$ cat config.mk
export PLATFORM = sky130hd
export DESIGN_NAME = fetch_unit
export DESIGN_NICKNAME = d
export VERILOG_FILES = /design/src/rtl/inst_package.sv /design/src/rtl/fetch_perf_cnt.sv /design/src/rtl/fetch_unit.sv
export SDC_FILE = /design/constraint.sdc
export NUM_CORES = 1
export LEC_CHECK = 0
export ABC_AREA = 1
export BUFFER_PORTS_ARGS = -buffer_cell sky130_fd_sc_hd__buf_4
export CAP_MARGIN = 40
export CORE_MARGIN = 8
export CORE_UTILIZATION = 50
export CTS_CLUSTER_SIZE = 12
export DETAILED_ROUTE_END_ITERATION = 12
export PLACE_DENSITY_LB_ADDON = 0.15
export SYNTH_ARGS = -nofsm -noshare
export SYNTH_HDL_FRONTEND = slang
export SYNTH_HIERARCHICAL = 1
export SYNTH_SLANG_ARGS = --single-unit
$ cat constraint.sdc
create_clock -name clk -period 2.6 [get_ports clk]
set_clock_uncertainty 0.05 [all_clocks]
set_input_delay 0.52 -clock clk [delete_from_list [all_inputs] [get_ports clk]]
set_output_delay 0.52 -clock clk [all_outputs]
set_load 0.02 [all_outputs]
$ cat src/rtl/inst_package.sv
// rtl/inst_package.sv - shared opcodes, NOP bundle and fetch state type for fetch/decode
package inst_package;

  localparam logic [5:0]  OP_NOP = 6'h00;
  localparam logic [5:0]  OP_ADD = 6'h01;
  localparam logic [5:0]  OP_END = 6'h3F;

  localparam logic [63:0] NOP_BUNDLE = {OP_NOP, 26'b0, OP_NOP, 26'b0};

  typedef enum logic [1:0] {F_IDLE, F_RUN, F_HALT} fetch_state_t;

  // End is carried in the upper slot only
  function automatic logic is_end_bundle(input logic [63:0] bundle);
    return bundle[63:58] == OP_END;
  endfunction

endpackage

$ cat src/rtl/fetch_perf_cnt.sv
// rtl/fetch_perf_cnt.sv - saturating performance counter with enable and sync clear
module fetch_perf_cnt #(
  parameter int CNT_W = 32
) (
  input  logic             clk,
  input  logic             rstn,
  input  logic             clr,
  input  logic             en,
  output logic [CNT_W-1:0] cnt
);

  always_ff @(posedge clk) begin
    if (!rstn || clr) begin
      cnt <= '0;
    end else if (en && (cnt != {CNT_W{1'b1}})) begin
      cnt <= cnt + CNT_W'(1);
    end
  end

endmodule

$ cat src/rtl/fetch_unit.sv
// rtl/fetch_unit.sv - instruction fetch stage: BRAM addressing, interlock replay, redirect, halt on End
module fetch_unit
  import inst_package::*;
#(
  parameter int IMEM_AW  = 15,
  parameter int RESET_PC = 0,
  parameter int CNT_W    = 32
) (
  input  logic               clk,
  input  logic               rstn,
  input  logic               go,
  input  logic               interlock,
  input  logic               branch_flag,
  input  logic [31:0]        branch_pc,
  output logic               imem_en,
  output logic [IMEM_AW-1:0] imem_addr,
  input  logic [63:0]        imem_rdata,
  output logic [31:0]        pc,
  output logic [63:0]        inst,
  output logic               halted,
  output logic [CNT_W-1:0]   cyc_cnt,
  output logic [CNT_W-1:0]   fetch_cnt,
  output logic [CNT_W-1:0]   stall_cnt,
  output logic [CNT_W-1:0]   redirect_cnt
);

  fetch_state_t       state;
  logic [IMEM_AW-1:0] req_pc;
  logic               valid;
  logic [IMEM_AW-1:0] next_addr;
  logic               in_run;
  logic               accept;
  logic               end_accept;
  logic               unused_branch_hi;

  assign unused_branch_hi = ^branch_pc[31:IMEM_AW];

  assign in_run     = (state == F_RUN);
  assign accept     = in_run && valid && !interlock && !branch_flag;
  assign end_accept = accept && is_end_bundle(imem_rdata);

  // An accepted End stops issuing so the BRAM output stays on the End bundle
  always_comb begin
    imem_en   = 1'b0;
    next_addr = req_pc;
    case (state)
      F_IDLE: begin
        imem_en   = go;
        next_addr = IMEM_AW'(RESET_PC);
      end
      F_RUN: begin
        imem_en = !end_accept;
        if (branch_flag) begin
          next_addr = branch_pc[IMEM_AW-1:0];
        end else if (interlock) begin
          next_addr = req_pc;
        end else if (valid && !end_accept) begin
          next_addr = req_pc + IMEM_AW'(1);
        end
      end
      default: begin
        imem_en   = 1'b0;
        next_addr = req_pc;
      end
    endcase
  end

  always_ff @(posedge clk) begin
    if (!rstn) begin
      state  <= F_IDLE;
      req_pc <= '0;
      valid  <= 1'b0;
    end else begin
      case (state)
        F_IDLE: begin
          if (go) begin
            state  <= F_RUN;
            req_pc <= next_addr;
            valid  <= 1'b1;
          end
        end
        F_RUN: begin
          req_pc <= next_addr;
          valid  <= 1'b1;
          if (end_accept) begin
            state <= F_HALT;
          end
        end
        default: state <= F_HALT;
      endcase
    end
  end

  assign imem_addr = next_addr;
  assign pc        = {{(32-IMEM_AW){1'b0}}, req_pc};
  assign inst      = valid ? imem_rdata : NOP_BUNDLE;
  assign halted    = (state == F_HALT);

  fetch_perf_cnt #(.CNT_W(CNT_W)) u_cyc_cnt (
    .clk (clk),
    .rstn(rstn),
    .clr (1'b0),
    .en  (in_run),
    .cnt (cyc_cnt)
  );

  fetch_perf_cnt #(.CNT_W(CNT_W)) u_fetch_cnt (
    .clk (clk),
    .rstn(rstn),
    .clr (1'b0),
    .en  (accept),
    .cnt (fetch_cnt)
  );

  fetch_perf_cnt #(.CNT_W(CNT_W)) u_stall_cnt (
    .clk (clk),
    .rstn(rstn),
    .clr (1'b0),
    .en  (in_run && interlock && !branch_flag),
    .cnt (stall_cnt)
  );

  fetch_perf_cnt #(.CNT_W(CNT_W)) u_redirect_cnt (
    .clk (clk),
    .rstn(rstn),
    .clr (1'b0),
    .en  (in_run && branch_flag),
    .cnt (redirect_cnt)
  );

endmodule
* Word level (Yosys, flattened, before mapping)
Index checks and enable logic that the tools add are counted.
Word-level totals: register bits 146, output and inout bits 241, logic and storage cells 53, input port bits 101
Cells by class: reductions and logical operators 19, equality and inequality tests 9, muxes and demuxes 13, add/sub/neg operators 5
Operators by type and width (number):
- $add A32 B1 Y32 const B | 4
- $ne A32 B32 Y1 const B | 4
- $mux W64 | 1
- $mux W15 | 4
- $pmux W15 S2 | 2
- $add A15 B1 Y15 const B | 1
- $logic_and A1 B1 Y1 | 12
- $eq A6 B6 Y1 const B | 1
- $mux W2 | 2
- $pmux W1 S2 | 2
- $pmux W2 S2 | 1
- $reduce_and A2 Y1 | 2
- $logic_not A1 Y1 | 3
- $eq A2 B1 Y1 const B | 1
- $eq A2 B2 Y1 const B | 1
- $logic_not A2 Y1 | 1
- $ne A2 B1 Y1 const B | 1
- $ne A2 B2 Y1 const B | 1
- $reduce_bool A2 Y1 | 1
- $mux W1 | 1

* Longest topological paths before layout
word-level depth 13, mapped depth 14, gate-level depth less buffers 13

* Hierarchy
Netlist, hierarchy kept.
Modules (own cells, without submodules):
- fetch_perf_cnt | times used 4, area each 2084.5 um^2, sequential area each 640.6 um^2, cells each 349
- fetch_unit | times used 1, area each 2093.3 um^2, sequential area each 360.3 um^2, cells each 402

* Worst setup path before layout
Ideal clock, no wire load.
path type flip-flop to output port, start point register req_pc[1], end point output imem_addr[14], stages on the path, launching flop included 11, slack 0.339 ns, arrival 1.691 ns, path buffers 0, required time 2.030 ns, path through dfxtp_1 -> ha_1 -> nand2_1 -> nor2_1 -> nand2_1 -> nor2_1 -> nand4_1 -> nand2_1 -> nand3_1 -> nand2_1 -> o21ai_0
Between the ends: cells in the longest elaborated chain, start to end 5
RTL lines:
- from (decl) | RTL line fetch_unit.sv:28 | logic [IMEM_AW-1:0] req_pc;
- from (signal assigned) | RTL line fetch_unit.sv:78 | req_pc <= next_addr;
- from (signal assigned) | RTL line fetch_unit.sv:83 | req_pc <= next_addr;
- $add A15 B1 Y15 | RTL line fetch_unit.sv:58 | next_addr = req_pc + IMEM_AW'(1);
- $mux W15 | RTL line fetch_unit.sv:57 | end else if (valid && !end_accept) begin
- $mux W15 | RTL line fetch_unit.sv:55 | end else if (interlock) begin
- $mux W15 | RTL line fetch_unit.sv:53 | if (branch_flag) begin
- $pmux W15 S2 | RTL line fetch_unit.sv:46 | case (state)
- to (decl) | RTL line fetch_unit.sv:16 | output logic [IMEM_AW-1:0] imem_addr,
No other way between the ends.

* Worst setup path after layout
start point register req_pc[0], end point output imem_addr[10]
Same word-level chain as after synthesis.

==> reports/qor_table.md <==
| Metric | This run |
|:---|:---|
| Leading post-synthesis cells by instance count | nand2_1, nor2_1, inv_1 |
| Share of final-layout standard cells stronger than drive strength 1 | 0.243 |
| Count of different cell masters after synthesis | 31 |
| Endpoints failing setup | 0 |
| Clock tree from TritonCTS | done |
| Yosys synthesis warning count | 6 |
| Number of vias per cell | 5.16 |
| Port Buffer Count | 307 |
| Core utilization of the finished layout | 0.663 |
| Placeable Area | 0.0208 mm² |
| Count of fill cells added during filler insertion | 1962 |
| Sum of routed wire length over all layers | 36600 µm |
| Pin count of the biggest net entering global routing | 65 |
| Detailed placer's ending HPWL | 28300 µm |
| Number of pins exceeding their max-slew limit in the final report | 0 |
| Vias in the first global route | 11046 |
| Row cnt | 53 |
| Worst Setup End Kind | output port |
| CTS sink cnt | 146 |
| Outcome | complete, no violations |
| Most area-hungry cell type in the Yosys netlist | dfxtp_1 |
| Die area | 0.0257 mm² |
| Crit path max fanout | 4 |
| Number of hold buffers added after cts | 0 |
| Register area | 0.00295 mm² |
| Wire length of the first global-routing pass | 57100 µm |
| EDFF count, synth | 0 |
| Detailed Route Iter0 Violations | 1020 |
| First-pass iteration count of the detailed router | 5 |
| Total power divided by cell area | 402 mW/mm² |
| Layout overhead on the synthesized area | 31.9% |
| Type of origin of the critical path | flip-flop |
| Number of hold violations in the final report | 0 |
| CTS root buffer | clkbuf_16 |
| Area of the multi-input gates | 0.00627 mm² |
| Share of flip-flops with an asynchronous set or reset after synthesis | 0 |
| Worst IR Drop VDD | 0.414 mV |
| Count of nets after finishing | 2226 |
| Die Y-Extent | 160 µm |
| Most common cell in the synthesized netlist | nand2_1 |
| Sum of overflow across all layers after global routing | 0 |
| Residual DRC | 0 |
| Final critical path time including I/O delays and setup | 2570 ps |
| Placed instance count | 2371 |
| Final instance area | 0.0138 mm² |
| Upper clock frequency limit | 0.389 GHz |
| ANT cells | 0 |
| Required arrival time at the worst endpoint | 2030 ps |
| Final ANT Viol Nets | 0 |
| Count of vias placed by the detailed router | 12437 |
| Area share of the largest cell type after synthesis | 0.280 |
| Overall power | 5.53 mW |
| Hold crit path type | in -> reg |
| Number of standard cells in the final layout excluding fillers | 2408 |
| Die X-Extent | 160 µm |
| Leakage power summed over all cells | 6.39 nW |
| Worst slew margin relative to its limit | 0.502 |
| Area of placed instances | 0.0130 mm² |
| Critical path class | reg -> out |
| Flip-flop and latch count after synthesis | 146 |
| Unrepaired setup endpoints after global routing | true |
| Arrival time at the worst endpoint | 2000 ps |
| Clk Latency, worst-skew pair | 430 ps |
| Min Hold Slack | 340 ps |
| Sequential-to-total area share from yosys stat | 0.280 |
| Average wire per standard cell | 15.2 µm |
| Slew @ Worst Pin | 744 ps |
| Initial antenna violation count | 0 |
| Gr usage total | 0.269 |
| CTS clk-pin slew, worst paths | 60 ps |
| Buffer levels on the longest clock path | 2 |
| Setup TNS | 0 ps |
| Initial standard-cell utilization of the core | 0.503 |
| Fraction of the cycle the final worst path needs | 0.988 |
| Number of buffers created by CTS | 17 |
| Mapped Avg Cell Area | 5.80 µm² |
| Dominant cells by area after synthesis | dfxtp_1, nand2_1, nor2_1, inv_1, nand3_1 |
| Max-capacitance violation count | 0 |
| Final WS setup | 31.2 ps |
| H-tree lvl count | 4 |
| Syn Inst Count | 1798 |
| Routability congestion estimate | 0.918 |
| Place WS | 61.9 ps |
| Ys flop type | dfxtp_1 |
| Boundary Pins | 342 |
| Mapped Area | 0.0104 mm² |
[state kept, by name (all words and copies together), names as in the netlist]
name,cells
req_pc,15
state,2
u_cyc_cnt/cnt,32
u_fetch_cnt/cnt,32
u_redirect_cnt/cnt,32
u_stall_cnt/cnt,32
valid,1
[final cells by class]
cell class	count	share of cell area
repair buffers	349	0.192
multi-input cells	1353	0.456
clock buffers	25	0.0367
inverters	253	0.0690
flip-flops and latches	146	0.214
clock inverters	7	0.00709
well taps	275	0.0250
[power breakdown]
group,switching (mW),internal [mW],total (mW)
Combinational,0.442,0.286,0.728
Sequential,0.0236,2.25,2.28
Clock,0.987,1.54,2.53
[cell families (layout without fill, tap and decap cells)]
kind of cell,after synthesis,after routing,share of synthesized area
and+or+nand+nor,1189,1189,0.507
buffers and inverters,319,634,0.133
DFF,146,146,0.280
AOI/OAI and AO/OA,134,134,0.0702
adders and majority gates,5,5,0.00600
xor gates and xnor gates,4,4,0.00336
other,1,21,0.000359
[routing by layer]
layer,track usage,part of all wire,up-vias
met4,0.0603,0.015,0
met1,0.352,0.43,5671
met3,0.0650,0.083,46
li1,-,-,6245
met5,0,0,-
met2,0.438,0.47,475
[critical path, cell delays in order (launching register included)]
cell and delay, ps:
dfxtp_4 380, ha_4 160, nand2_1 70, nor2_2 140, nand2_2 90, nor2_4 150
nand2_1 70, nand2_1 70, nand3_2 70, o211ai_1 170, buf_4 210
[final timing paths]
check	from	to	slack (ps)	depth (start not counted)
max	req_pc[0]	imem_addr[10]	30	10
min	rstn	req_pc[5]	340	3
max reg2reg	state[0]	u_redirect_cnt/cnt[27]	300	14
min reg2reg	req_pc[14]	req_pc[14]	470	2
[timing repair]
item / CTS / global route
setup buffers: 0 / 5
pin swaps: 3 / 8
gates resized for setup: 15 / 23
setup endpoints to repair: 10 / 14
gates cloned: 0 / 0
[placed cells by master (no fill, tap or decap), types with 3 or more instances in the layout]
cell / synthesis / final
inv_2: 10 / 12
nor2_2: 22 / 24
or2_2: 5 / 5
nor2_1: 325 / 321
nand4_1: 64 / 64
conb_1: 1 / 21
nand2_2: 25 / 27
nor3_2: 4 / 5
nand2_1: 529 / 527
nand3b_2: 4 / 4
buf_4: 17 / 346
nor2_4: 16 / 18
nand2_4: 10 / 10
a21oi_1: 86 / 86
a21oi_2: 9 / 9
dfxtp_4: 0 / 4
dfxtp_1: 146 / 135
clkbuf_1: 9 / 3
dfxtp_2: 0 / 7
inv_1: 243 / 241
o211ai_1: 5 / 5
clkbuf_8: 0 / 5
o21ai_1: 2 / 6
o21ai_0: 20 / 15
nor3_1: 20 / 18
clkbuf_16: 0 / 17
nand3_2: 9 / 11
xor2_1: 4 / 4
ha_1: 5 / 4
nand3_1: 155 / 153
a31oi_1: 12 / 12
No activity file was read; power rests on OpenSTA's default activity.
